**config.mk**
```make
export PLATFORM = sky130hd
export DESIGN_NAME = mem_access_unit_flat
export DESIGN_NICKNAME = d
export VERILOG_FILES = /design/src/rtl/mem_access_pkg.sv /design/src/rtl/mem_access_unit_if.sv /design/src/rtl/mem_access_unit_byte_lane.sv /design/src/rtl/mem_access_unit.sv /design/src/flat_wrapper.sv
export SDC_FILE = /design/constraint.sdc
export NUM_CORES = 1
export LEC_CHECK = 0
export CAP_MARGIN = 20
export CORE_MARGIN = 3
export CORE_UTILIZATION = 44
export DETAILED_ROUTE_END_ITERATION = 10
export PLACE_DENSITY = 0.9
export SETUP_SLACK_MARGIN = 0.02
export SLEW_MARGIN = 15
export SYNTH_ARGS = -nofsm -noshare
export SYNTH_HDL_FRONTEND = slang
export SYNTH_HIERARCHICAL = 1
export SYNTH_SLANG_ARGS = --single-unit
```
**constraint.sdc**
```tcl
create_clock -name clk -period 2.1 [get_ports clk]
set_input_delay 0.42 -clock clk [delete_from_list [all_inputs] [get_ports clk]]
set_output_delay 0.42 -clock clk [all_outputs]
set_load 0.005 [all_outputs]
```
**src/rtl/mem_access_pkg.sv**
```systemverilog
// Shared definitions for the MEM-stage access controller: op field layout,
// size codes, FSM states and the alignment predicate.
package mem_access_pkg;

    localparam int NUM_LANES = 4;
    localparam int LANE_W    = 8;

    localparam logic [1:0] SZ_BYTE = 2'b00;
    localparam logic [1:0] SZ_HALF = 2'b01;
    localparam logic [1:0] SZ_WORD = 2'b10;
    localparam logic [1:0] SZ_ILL  = 2'b11;

    // Mirrors req_op: [3]=store, [2]=unsigned, [1:0]=size
    typedef struct packed {
        logic       store;
        logic       uns;
        logic [1:0] size;
    } op_t;

    typedef enum logic [1:0] {
        ST_IDLE,
        ST_RD,
        ST_WR,
        ST_DONE
    } state_t;

    function automatic logic is_misaligned(input logic [1:0] size, input logic [1:0] a);
        return (size == SZ_HALF && a[0]) ||
               (size == SZ_WORD && a != 2'b00) ||
               (size == SZ_ILL);
    endfunction

endpackage

```
**src/rtl/mem_access_unit_if.sv**
```systemverilog
// Pipeline-side request/response bundle and the word-memory bus bundle.
interface mem_req_if;
    logic        req_valid;
    logic [3:0]  req_op;
    logic [31:0] req_addr;
    logic [31:0] req_wdata;
    logic        stall;
    logic [31:0] load_data;
    logic        load_valid;
    logic        misaligned;

    modport master (
        output req_valid, req_op, req_addr, req_wdata,
        input  stall, load_data, load_valid, misaligned
    );
    modport slave (
        input  req_valid, req_op, req_addr, req_wdata,
        output stall, load_data, load_valid, misaligned
    );
endinterface

interface mem_dm_if;
    logic [31:0] dm_address;
    logic        dm_mem_read;
    logic        dm_mem_write;
    logic [31:0] dm_data_in;
    logic [31:0] dm_data_out;

    modport master (
        output dm_address, dm_mem_read, dm_mem_write, dm_data_in,
        input  dm_data_out
    );
    modport slave (
        input  dm_address, dm_mem_read, dm_mem_write, dm_data_in,
        output dm_data_out
    );
endinterface

```
**src/rtl/mem_access_unit_byte_lane.sv**
```systemverilog
// Combinational big-endian lane logic: load extract/extend and sub-word store merge.
module byte_lane_unit
    import mem_access_pkg::*;
(
    input  logic [1:0]  size,
    input  logic        uns,
    input  logic [1:0]  lane,
    input  logic [31:0] rdata,
    input  logic [31:0] wdata,
    output logic [31:0] load_val,
    output logic [31:0] merged
);

    logic [NUM_LANES-1:0][LANE_W-1:0] rb, wb, mb;
    logic [1:0][15:0]                 rh;
    logic [7:0]                       sel_b;
    logic [15:0]                      sel_h;

    assign rb = rdata;
    assign rh = rdata;
    assign wb = wdata;

    // Byte address 0 is the MSB lane, so the packed index is the inverted offset
    assign sel_b = rb[~lane];
    assign sel_h = rh[~lane[1]];

    always_comb begin
        load_val = rdata;
        case (size)
            SZ_BYTE: load_val = {{24{~uns & sel_b[7]}}, sel_b};
            SZ_HALF: load_val = {{16{~uns & sel_h[15]}}, sel_h};
            default: load_val = rdata;
        endcase
    end

    for (genvar i = 0; i < NUM_LANES; i++) begin : g_lane
        localparam int P = NUM_LANES - 1 - i;
        logic       be;
        logic [7:0] src;

        always_comb begin
            be  = 1'b1;
            src = wb[P];
            case (size)
                SZ_BYTE: begin
                    be  = (lane == 2'(i));
                    src = wb[0];
                end
                SZ_HALF: begin
                    be  = (lane[1] == 1'(i / 2));
                    src = (i % 2 == 0) ? wb[1] : wb[0];
                end
                default: begin
                    be  = 1'b1;
                    src = wb[P];
                end
            endcase
        end

        assign mb[P] = be ? src : rb[P];
    end

    assign merged = mb;

endmodule

```
**src/rtl/mem_access_unit.sv**
```systemverilog
// MEM-stage controller: byte-addressed loads/stores onto a word-only memory,
// with read-modify-write for sub-word stores and a pipeline stall until done.
module mem_access_unit
    import mem_access_pkg::*;
#(
    parameter int ADDR_W   = 7,
    parameter int READ_LAT = 1
)(
    input  logic     clk,
    input  logic     reset,
    mem_req_if.slave req,
    mem_dm_if.master dm
);

    localparam int CNT_W = (READ_LAT < 1) ? 1 : $clog2(READ_LAT + 1);

    state_t            state, state_n;
    op_t               op_in, op_q;
    logic [ADDR_W+1:0] addr_q;
    logic [31:0]       wdata_q;
    logic [31:0]       load_q;
    logic              mis_q;
    logic [CNT_W-1:0]  cnt;
    logic [31:0]       lane_load, lane_merged;
    logic              unused_addr;

    assign op_in       = op_t'(req.req_op);
    assign unused_addr = ^req.req_addr[31:ADDR_W+2];

    byte_lane_unit u_lane (
        .size     (op_q.size),
        .uns      (op_q.uns),
        .lane     (addr_q[1:0]),
        .rdata    (dm.dm_data_out),
        .wdata    (wdata_q),
        .load_val (lane_load),
        .merged   (lane_merged)
    );

    always_ff @(posedge clk) begin
        if (reset) begin
            state   <= ST_IDLE;
            op_q    <= '0;
            addr_q  <= '0;
            wdata_q <= '0;
            load_q  <= '0;
            mis_q   <= 1'b0;
            cnt     <= '0;
        end else begin
            state <= state_n;
            case (state)
                ST_IDLE: begin
                    if (req.req_valid) begin
                        op_q    <= op_in;
                        addr_q  <= req.req_addr[ADDR_W+1:0];
                        wdata_q <= req.req_wdata;
                        mis_q   <= is_misaligned(op_in.size, req.req_addr[1:0]);
                        cnt     <= CNT_W'(READ_LAT);
                    end
                end
                ST_RD: begin
                    // Last read cycle: dm_data_out is valid; a sub-word store reuses
                    // wdata_q to carry the merged word into WR.
                    if (cnt != '0)
                        cnt <= cnt - CNT_W'(1);
                    else if (op_q.store)
                        wdata_q <= lane_merged;
                    else
                        load_q <= lane_load;
                end
                default: ;
            endcase
        end
    end

    always_comb begin
        state_n         = state;
        req.stall       = 1'b0;
        req.load_valid  = 1'b0;
        req.misaligned  = 1'b0;
        dm.dm_mem_read  = 1'b0;
        dm.dm_mem_write = 1'b0;
        case (state)
            ST_IDLE: begin
                req.stall = req.req_valid;
                if (req.req_valid) begin
                    if (is_misaligned(op_in.size, req.req_addr[1:0]))
                        state_n = ST_DONE;
                    else if (op_in.store && op_in.size == SZ_WORD)
                        state_n = ST_WR;
                    else
                        state_n = ST_RD;
                end
            end
            ST_RD: begin
                req.stall      = 1'b1;
                dm.dm_mem_read = 1'b1;
                if (cnt == '0)
                    state_n = op_q.store ? ST_WR : ST_DONE;
            end
            ST_WR: begin
                req.stall       = 1'b1;
                dm.dm_mem_write = 1'b1;
                state_n         = ST_DONE;
            end
            ST_DONE: begin
                req.load_valid = ~mis_q & ~op_q.store;
                req.misaligned = mis_q;
                state_n        = ST_IDLE;
            end
            default: state_n = ST_IDLE;
        endcase
    end

    assign req.load_data = load_q;
    assign dm.dm_address = 32'(addr_q[ADDR_W+1:2]);
    assign dm.dm_data_in = wdata_q;

endmodule

```
**src/flat_wrapper.sv**
```systemverilog
// flat-port wrapper written by rule: the top's interface ports become plain ports
module mem_access_unit_flat import mem_access_pkg::*;
#(
    parameter int ADDR_W   = 7,
    parameter int READ_LAT = 1
)
  (clk, reset, req_req_valid, req_req_op, req_req_addr, req_req_wdata, req_stall, req_load_data, req_load_valid, req_misaligned, dm_dm_address, dm_dm_mem_read, dm_dm_mem_write, dm_dm_data_in, dm_dm_data_out);
  mem_req_if req_i ();
  mem_dm_if dm_i ();
  input  logic clk;
  input  logic reset;
  input wire logic [$bits(req_i.req_valid)-1:0] req_req_valid;
  input wire logic [$bits(req_i.req_op)-1:0] req_req_op;
  input wire logic [$bits(req_i.req_addr)-1:0] req_req_addr;
  input wire logic [$bits(req_i.req_wdata)-1:0] req_req_wdata;
  output wire logic [$bits(req_i.stall)-1:0] req_stall;
  output wire logic [$bits(req_i.load_data)-1:0] req_load_data;
  output wire logic [$bits(req_i.load_valid)-1:0] req_load_valid;
  output wire logic [$bits(req_i.misaligned)-1:0] req_misaligned;
  output wire logic [$bits(dm_i.dm_address)-1:0] dm_dm_address;
  output wire logic [$bits(dm_i.dm_mem_read)-1:0] dm_dm_mem_read;
  output wire logic [$bits(dm_i.dm_mem_write)-1:0] dm_dm_mem_write;
  output wire logic [$bits(dm_i.dm_data_in)-1:0] dm_dm_data_in;
  input wire logic [$bits(dm_i.dm_data_out)-1:0] dm_dm_data_out;
  assign req_i.req_valid = req_req_valid;
  assign req_i.req_op = req_req_op;
  assign req_i.req_addr = req_req_addr;
  assign req_i.req_wdata = req_req_wdata;
  assign req_stall = req_i.stall;
  assign req_load_data = req_i.load_data;
  assign req_load_valid = req_i.load_valid;
  assign req_misaligned = req_i.misaligned;
  assign dm_dm_address = dm_i.dm_address;
  assign dm_dm_mem_read = dm_i.dm_mem_read;
  assign dm_dm_mem_write = dm_i.dm_mem_write;
  assign dm_dm_data_in = dm_i.dm_data_in;
  assign dm_i.dm_data_out = dm_dm_data_out;
  mem_access_unit #(.ADDR_W(ADDR_W), .READ_LAT(READ_LAT)) u_core (.clk(clk), .reset(reset), .req(req_i), .dm(dm_i));
endmodule
```
==> results.md, run 1 <==
* CTS sink cnt at 81
* Peak clock frequency supported by timing at 507.2 MHz
* Post-synth EDFFs at 0
* Min cycle time layout at 1.972 ns
* Leading post-synthesis cells by cell area: sky130_fd_sc_hd__dfxtp_1, sky130_fd_sc_hd__mux2_2, sky130_fd_sc_hd__mux2i_1, sky130_fd_sc_hd__nand2_1, sky130_fd_sc_hd__buf_4
* Endpoint class of the critical path: output pin
* Largest fanout on the critical path at 4
* Fill count at 913
* Critical path class: flop to output pin
* Post-Synthesis Cells at 612
* Remaining routing DRC violations at 0
* Final Cycle Share at 93.89%
* Seq/Total Area, Yosys at 31.96%
* Library cell with the largest summed area after synthesis: sky130_fd_sc_hd__dfxtp_1
* TritonCTS clock tree: done
* Total routing resource utilization after global routing at 23.25%
* CTS hold repair buffers at 0
* Number of nets with antenna violations after routing at 0
* P per Cell Area at 1256 nW/um2
* Actual transition at the worst max-transition pin at 0.5830 ns
* Commonest non-fill, non-tap cells in the layout: sky130_fd_sc_hd__clkdlybuf4s50_1, sky130_fd_sc_hd__nand2_1, sky130_fd_sc_hd__dfxtp_1
* # IOs at 204
* Tightest Hold Check Type: flop to flop
* Synthesized area per cell at 8.290 um2
* Post-layout util at 62.25%
* Synth unique cells at 44
* Post-synthesis async set-or-reset flop share at 0%
* H-tree Lvls at 3
* Initial core utilization at 46.00%
* Status: completed
* Count of standard-cell rows at 38
* Synth-to-layout area growth at 35.34%
* Number of cells upsized or downsized after cts at 3
* Vias at 4,877
* Worst EP arrival at 1.55 ns
* Final clock skew at 0.007875 ns
* Final count of hold timing violations at 0
* Overflow left after global routing at 0
* DRT iter0 DRCs at 323
* Clk Tree Root Cell: sky130_fd_sc_hd__clkbuf_16
* Proportion of layout cells with a drive suffix above 1 at 13.46%
* Number of antenna violations at the first check in global routing at 0
* DP Wirelength at 11,380 um
* Required time reported for the critical path endpoint at 1.68 ns
* Leakage Power at 2.531 nW
* Number of synthesized register bits at 81
* Number of buffers created by CTS at 9
* Number of detailed-route iterations in the first pass at 7
* Crit start category: flop
* DR WL/cell at 17.59 um
* Unrepaired setup endpoints after global routing: false
* Total setup buffers inserted after CTS at 0
* First-pass GRT wire length at 24,160 um
* Final setup violation count at 0
* Fin Setup TNS at 0 ns
* Primary flip-flop cell chosen by synthesis mapping: sky130_fd_sc_hd__dfxtp_1
* Number of buffers inserted by port buffering at 155
* Synth Warn # at 6
* Relative slew slack at 61.09%
* Weighted congestion at the end of routability-driven global placement at 0.8691
* Vias in the first global route at 4,597
* Die Area at 12,860 um2
* Max capacitance violation total at 0
* Post-synth top area share at 31.96%
* Worst IR drop on VDD at 1.001 mV
* Commonest non-fill, non-tap cell in the layout: sky130_fd_sc_hd__clkdlybuf4s50_1
* Clock tree buffer depth at 2
* Final net count at 845
* Final wirelength at 15,530 um
* Ant. Diodes at 0
* Combined area of all synthesized cells at 5074 um2
* Floorplan die width at 113.4 um
* Vertical die dimension at 113.4 um
* Post-detailed-route via-to-cell ratio at 5.523
* Max Slew Vio Count at 0
* Worst setup slack before clock tree synthesis at -0.06965 ns
* Core box area at 11,030 um2
* Latest clock arrival within the worst-skew pair at 0.33 ns
* Maximum number of pins on one net before global-route repair at 82
* Final critical-path setup slack at 0.1283 ns
* Register clock-pin slew on the reported worst setup and hold paths at 0.07 ns
[registers in the layout, indices dropped and copies added (netlist names)]
| signal | cells |
|---|---|
| u_core/cnt | 1 |
| u_core/addr_q | 9 |
| u_core/mis_q | 1 |
| u_core/dm.dm_data_in | 32 |
| u_core/state | 2 |
| u_core/req.load_data | 32 |
| u_core/op_q | 4 |
[metrics by stage]
stage	instance area [um2]	hold WS [ns]	cells	power (mW)
final	6867	0.4537	883	8.626
after floorplan	5164	0.4330	636	5.477
after global placement	6579	0.4420	867	6.979
after CTS	6859	0.4550	883	8.609
after detailed placement	6579	0.4457	867	7.126
after global routing	6867	0.4713	883	9.178
[report_power, final]
group / leakage (nW) / switching [mW] / internal [mW]
clock: 0.129 / 0.665 / 0.811
sequential: 0.666 / 0.379 / 2.00
combinational: 1.74 / 2.40 / 2.37
[synthesized netlist by cell type (all sizes together), types with 11 or more instances]
| master | number |
|---|---|
| buf | 58 |
| nor2b | 20 |
| o21ai | 11 |
| dfxtp | 81 |
| a211oi | 34 |
| o22ai | 16 |
| mux2i | 49 |
| mux2 | 51 |
| a21oi | 53 |
| nand2 | 107 |
| nor2 | 48 |
| clkbuf | 24 |
[path summary, 6_finish.rpt]
check                           startpoint                  endpoint  slack, ns  cells past startpoint
setup / recovery           u_core/state[0]                 req_stall       0.13                      6
hold / removal    u_core/req.load_data[29]  u_core/req.load_data[29]       0.45                      2
setup reg to reg           u_core/state[0]  u_core/dm.dm_data_in[18]       0.19                      8
hold reg to reg   u_core/req.load_data[29]  u_core/req.load_data[29]       0.45                      2
[cell type report]
cell class                      instances  area, um2  share of cell area (%)
Multi-Input combinational cell        467       3044                   44.33
Timing Repair Buffer                  173       1720                   25.05
Tap cell                              140      175.2                   2.551
Sequential cell                        81       1625                   23.67
Clock buffer                            9      225.2                   3.280
Clock inverter                          7      53.80                  0.7835
Inverter                                6      22.52                  0.3280
[worst max-delay path, cell delays in order, from the launching register on]
cell and delay [ns]:
sky130_fd_sc_hd__dfxtp_2 0.35, sky130_fd_sc_hd__inv_1 0.07, sky130_fd_sc_hd__ha_1 0.22, sky130_fd_sc_hd__and2_0 0.16, sky130_fd_sc_hd__nor2_1 0.09, sky130_fd_sc_hd__nor2_1 0.05
sky130_fd_sc_hd__dlygate4sd2_1 0.27
[routing by layer]
layer  vias up  routed length, um  global-route usage, %
li1       2356                  -                      -
met1      2266               6631                  30.66
met2       222               7322                  37.16
met3        33               1231                  5.836
met4         0                347                  8.093
met5         -                  0                      0
[cell families after synthesis]
family	Yosys count	share of synthesized area (%)
compound gates	145	19.56
fa+ha+maj	4	0.9865
buf+inv	88	10.06
flops	81	31.96
mux	100	20.99
other cells	1	0.07391
simple gates	193	16.38
(Power assumes the default switching activity.)
==> inputs of run 2 (changes only) <==
--- a/config.mk
+++ b/config.mk
@@ -7,9 +7,10 @@
 export LEC_CHECK = 0
 export CAP_MARGIN = 20
 export CORE_MARGIN = 3
-export CORE_UTILIZATION = 44
+export CORE_UTILIZATION = 35
 export DETAILED_ROUTE_END_ITERATION = 10
-export PLACE_DENSITY = 0.9
+export PLACE_DENSITY = 0.76
+export RECOVER_POWER = 100
 export SETUP_SLACK_MARGIN = 0.02
 export SLEW_MARGIN = 15
 export SYNTH_ARGS = -nofsm -noshare
==> run 2 against run 1 <==
Clock skew up 0.0037 ns. Combinational power down 2%. Total power down 1.4%. Die area grew 24%. Clock power decreased by 3%. Highest routed layer unchanged. Non-clock buffer count is 2 higher. Routed wire length grew 2.2%. Critical path depth grew 2. Via count decreased by 2.2%.
==> results.md, run 2 (synthesis gave the netlist of run 1 again) <==
* Status: completed
* Number of nets with antenna violations after routing at 0 (unchanged)
* Ant. Diodes at 0 (unchanged)
* Standard cell area after detailed placement at 6641 um2 (+0.95%)
* DR WL/cell at 17.24 um (-2.0%)
* Crit path max-delay cell type: sky130_fd_sc_hd__dfxtp_1
* Final Cycle Share at 95.02% (+1.1 points)
* DRT iter0 DRCs at 356 (+10%)
* Overflow left after global routing at 0 (unchanged)
* Number of buffers created by CTS at 9 (unchanged)
* Final wirelength at 15,880 um (+2.2%)
* Worst IR drop on VDD at 0.6151 mV (-39%)
* Clock tree buffer depth at 2 (unchanged)
* TritonCTS clock tree: done
* Relative slew slack at 61.87% (+0.78 points)
* First-pass GRT wire length at 24,980 um (+3.4%)
* Fill count at 1,351 (+48%)
* Die Area at 15,980 um2 (+24%)
* Number of antenna violations at the first check in global routing at 0 (unchanged)
* P per Cell Area at 1228 nW/um2 (-2.3%)
* Tot Pwr at 8.508 mW (-1.4%)
* Unrepaired setup endpoints after global routing: false
* Number of detailed-route iterations in the first pass at 4 (-3)
* Remaining routing DRC violations at 0 (unchanged)
* Latest clock arrival within the worst-skew pair at 0.34 ns (about the same)
* Initial core utilization at 36.13% (-9.9 points)
* H-tree Lvls at 3 (unchanged)
* Critical Path Max Stage Delay at 0.36 ns (about the same)
* Final clock skew at 0.01154 ns (+0.003668 ns)
* Commonest non-fill, non-tap cell in the layout: sky130_fd_sc_hd__nand2_1
* Vertical die dimension at 126.4 um (+11%)
* Largest fanout on the critical path at 64 (+60)
* Final setup violation count at 0 (unchanged)
* Number of buffers inserted by port buffering at 155 (unchanged)
* Crit start category: flop
* Proportion of layout cells with a drive suffix above 1 at 12.96% (-0.50 points)
* Post-layout util at 49.35% (-13 points)
* Max capacitance violation total at 0 (unchanged)
* Vias in the first global route at 4,562 (-0.76%)
* Worst EP arrival at 2.24 ns (+0.69 ns)
* Actual transition at the worst max-transition pin at 0.5719 ns (-0.01110 ns)
* Floorplan die width at 126.4 um (+11%)
* Weighted congestion at the end of routability-driven global placement at 0.8943 (+2.9%)
* Vias at 4,772 (-2.2%)
* Leakage Power at 2.728 nW (+7.8%)
* Max Slew Vio Count at 0 (unchanged)
* Post-layout instance area at 6929 um2 (+0.91%)
* Peak clock frequency supported by timing at 501.1 MHz (-1.2%)
* Critical path class: flop to flop
* Final net count at 847 (+0.24%)
* Tightest Hold Check Type: input port to flop
* Core box area at 14,040 um2 (+27%)
* CTS sink cnt at 81 (unchanged)
* CTS hold repair buffers at 0 (unchanged)
* Post-detailed-route via-to-cell ratio at 5.181 (-6.2%)
* Endpoint class of the critical path: flop
* # IOs at 204 (unchanged)
* Maximum number of pins on one net before global-route repair at 74 (-9.8%)
* Register clock-pin slew on the reported worst setup and hold paths at 0.06 ns (about the same)
* Total routing resource utilization after global routing at 19.42% (-3.8 points)
* Final count of hold timing violations at 0 (unchanged)
* Synth-to-layout area growth at 36.57%
* Cell-by-cell listing of the critical path: inv_1, ha_1, buf_4, nor2b_1, a211oi_4, buf_12, nor2_1, a211oi_1
* Count of standard-cell rows at 43 (+13%)
* Min cycle time layout at 1.995 ns (+0.02374 ns)
* DP Wirelength at 11,670 um (+2.6%)
* Required time reported for the critical path endpoint at 2.34 ns (+0.66 ns)
* Clk Tree Root Cell: sky130_fd_sc_hd__clkbuf_16
* Commonest non-fill, non-tap cells in the layout: sky130_fd_sc_hd__nand2_1, sky130_fd_sc_hd__clkdlybuf4s50_1, sky130_fd_sc_hd__dfxtp_1
-- run 2: cell count changes in the layout (fill, tap and decap cells not counted) --
cell / before / now
sky130_fd_sc_hd__dlygate4sd3_1: 0 / 73
sky130_fd_sc_hd__clkdlybuf4s50_1: 152 / 80
sky130_fd_sc_hd__clkinvlp_4: 3 / 0
sky130_fd_sc_hd__inv_6: 3 / 0
sky130_fd_sc_hd__clkbuf_8: 0 / 2
sky130_fd_sc_hd__buf_12: 3 / 4
sky130_fd_sc_hd__buf_4: 15 / 16
sky130_fd_sc_hd__dfxtp_1: 78 / 79
sky130_fd_sc_hd__dfxtp_2: 3 / 2
sky130_fd_sc_hd__dlymetal6s2s_1: 1 / 0
sky130_fd_sc_hd__ha_2: 1 / 0
sky130_fd_sc_hd__ha_4: 0 / 1
sky130_fd_sc_hd__mux2_1: 0 / 1
sky130_fd_sc_hd__mux2_2: 51 / 50
-- run 2: worst paths after layout --
kind | slack (ns) | cells after the start | startpoint | to
worst min register to register | 0.45 | 2 | u_core/addr_q[3] | u_core/addr_q[3]
worst max register to register | 0.10 | 8 | u_core/state[1] | u_core/dm.dm_data_in[20]
worst min-delay path | 0.41 | 2 | reset | u_core/addr_q[8]
worst max-delay path | 0.10 | 8 | u_core/state[1] | u_core/dm.dm_data_in[20]
-- run 2: layout make-up --
type | instances | area, um2 | area share, %
repair buffers | 175 | 1745 | 25.19
clock inverters | 1 | 5.005 | 0.07223
well taps | 180 | 225.2 | 3.250
multi-input cells | 467 | 3054 | 44.08
flip-flops and latches | 81 | 1624 | 23.44
clock buffers | 11 | 252.7 | 3.648
inverters | 6 | 22.52 | 0.3250
-- run 2: report_power, final --
group	switching (mW)	total [mW]	internal (mW)
registers	0.389	2.39	2.00
logic	2.40	4.67	2.28
clock network	0.607	1.44	0.837
-- run 2: metrics by stage --
step | setup slack [ns] | cells | TNS, ns | hold WS, ns
final | 0.1046 | 921 | 0 | 0.4087
after global placement | -0.0003284 | 907 | -0.0003284 | 0.4416
after CTS | 0.05472 | 921 | 0 | 0.3976
after floorplan | 0.2688 | 636 | 0 | 0.4330
after detailed placement | -0.02335 | 907 | -0.07458 | 0.4465
after global routing | 0.02656 | 921 | 0 | 0.4005
-- run 2: layer usage --
metal  vias up  track usage (%)  wire length (um)
met5         -                0                 0
met4         0            4.921               216
met2       202            29.61              7225
li1       2364                -                 -
met3        13            5.811              1120
met1      2193            26.89              7316
-- run 2: worst max-delay path: cells and delay by family (launching register included) --
kind | cells | cell delay (ns)
adders and majority gates | 1 | 0.21
DFF | 1 | 0.36
and+or+nand+nor | 2 | 0.26
buffers and inverters | 3 | 0.56
AOI/OAI and AO/OA | 2 | 0.46
-- run 2: repair_timing --
| item | in CTS | in global routing |
|---|---|---|
| gates resized for setup | 4 | 2 |
| setup buffers | 2 | 0 |
| endpoints found under the setup margin | 2 | 2 |
==> inputs of run 3 (changes only) <==
--- a/config.mk
+++ b/config.mk
@@ -9,6 +9,7 @@
 export CORE_MARGIN = 3
 export CORE_UTILIZATION = 35
 export DETAILED_ROUTE_END_ITERATION = 10
+export GPL_ROUTABILITY_DRIVEN = 0
 export PLACE_DENSITY = 0.76
 export RECOVER_POWER = 100
 export SETUP_SLACK_MARGIN = 0.02
==> results of run 3 <==
Same layout as run 2: the final DEF is identical, and so are final timing and power.
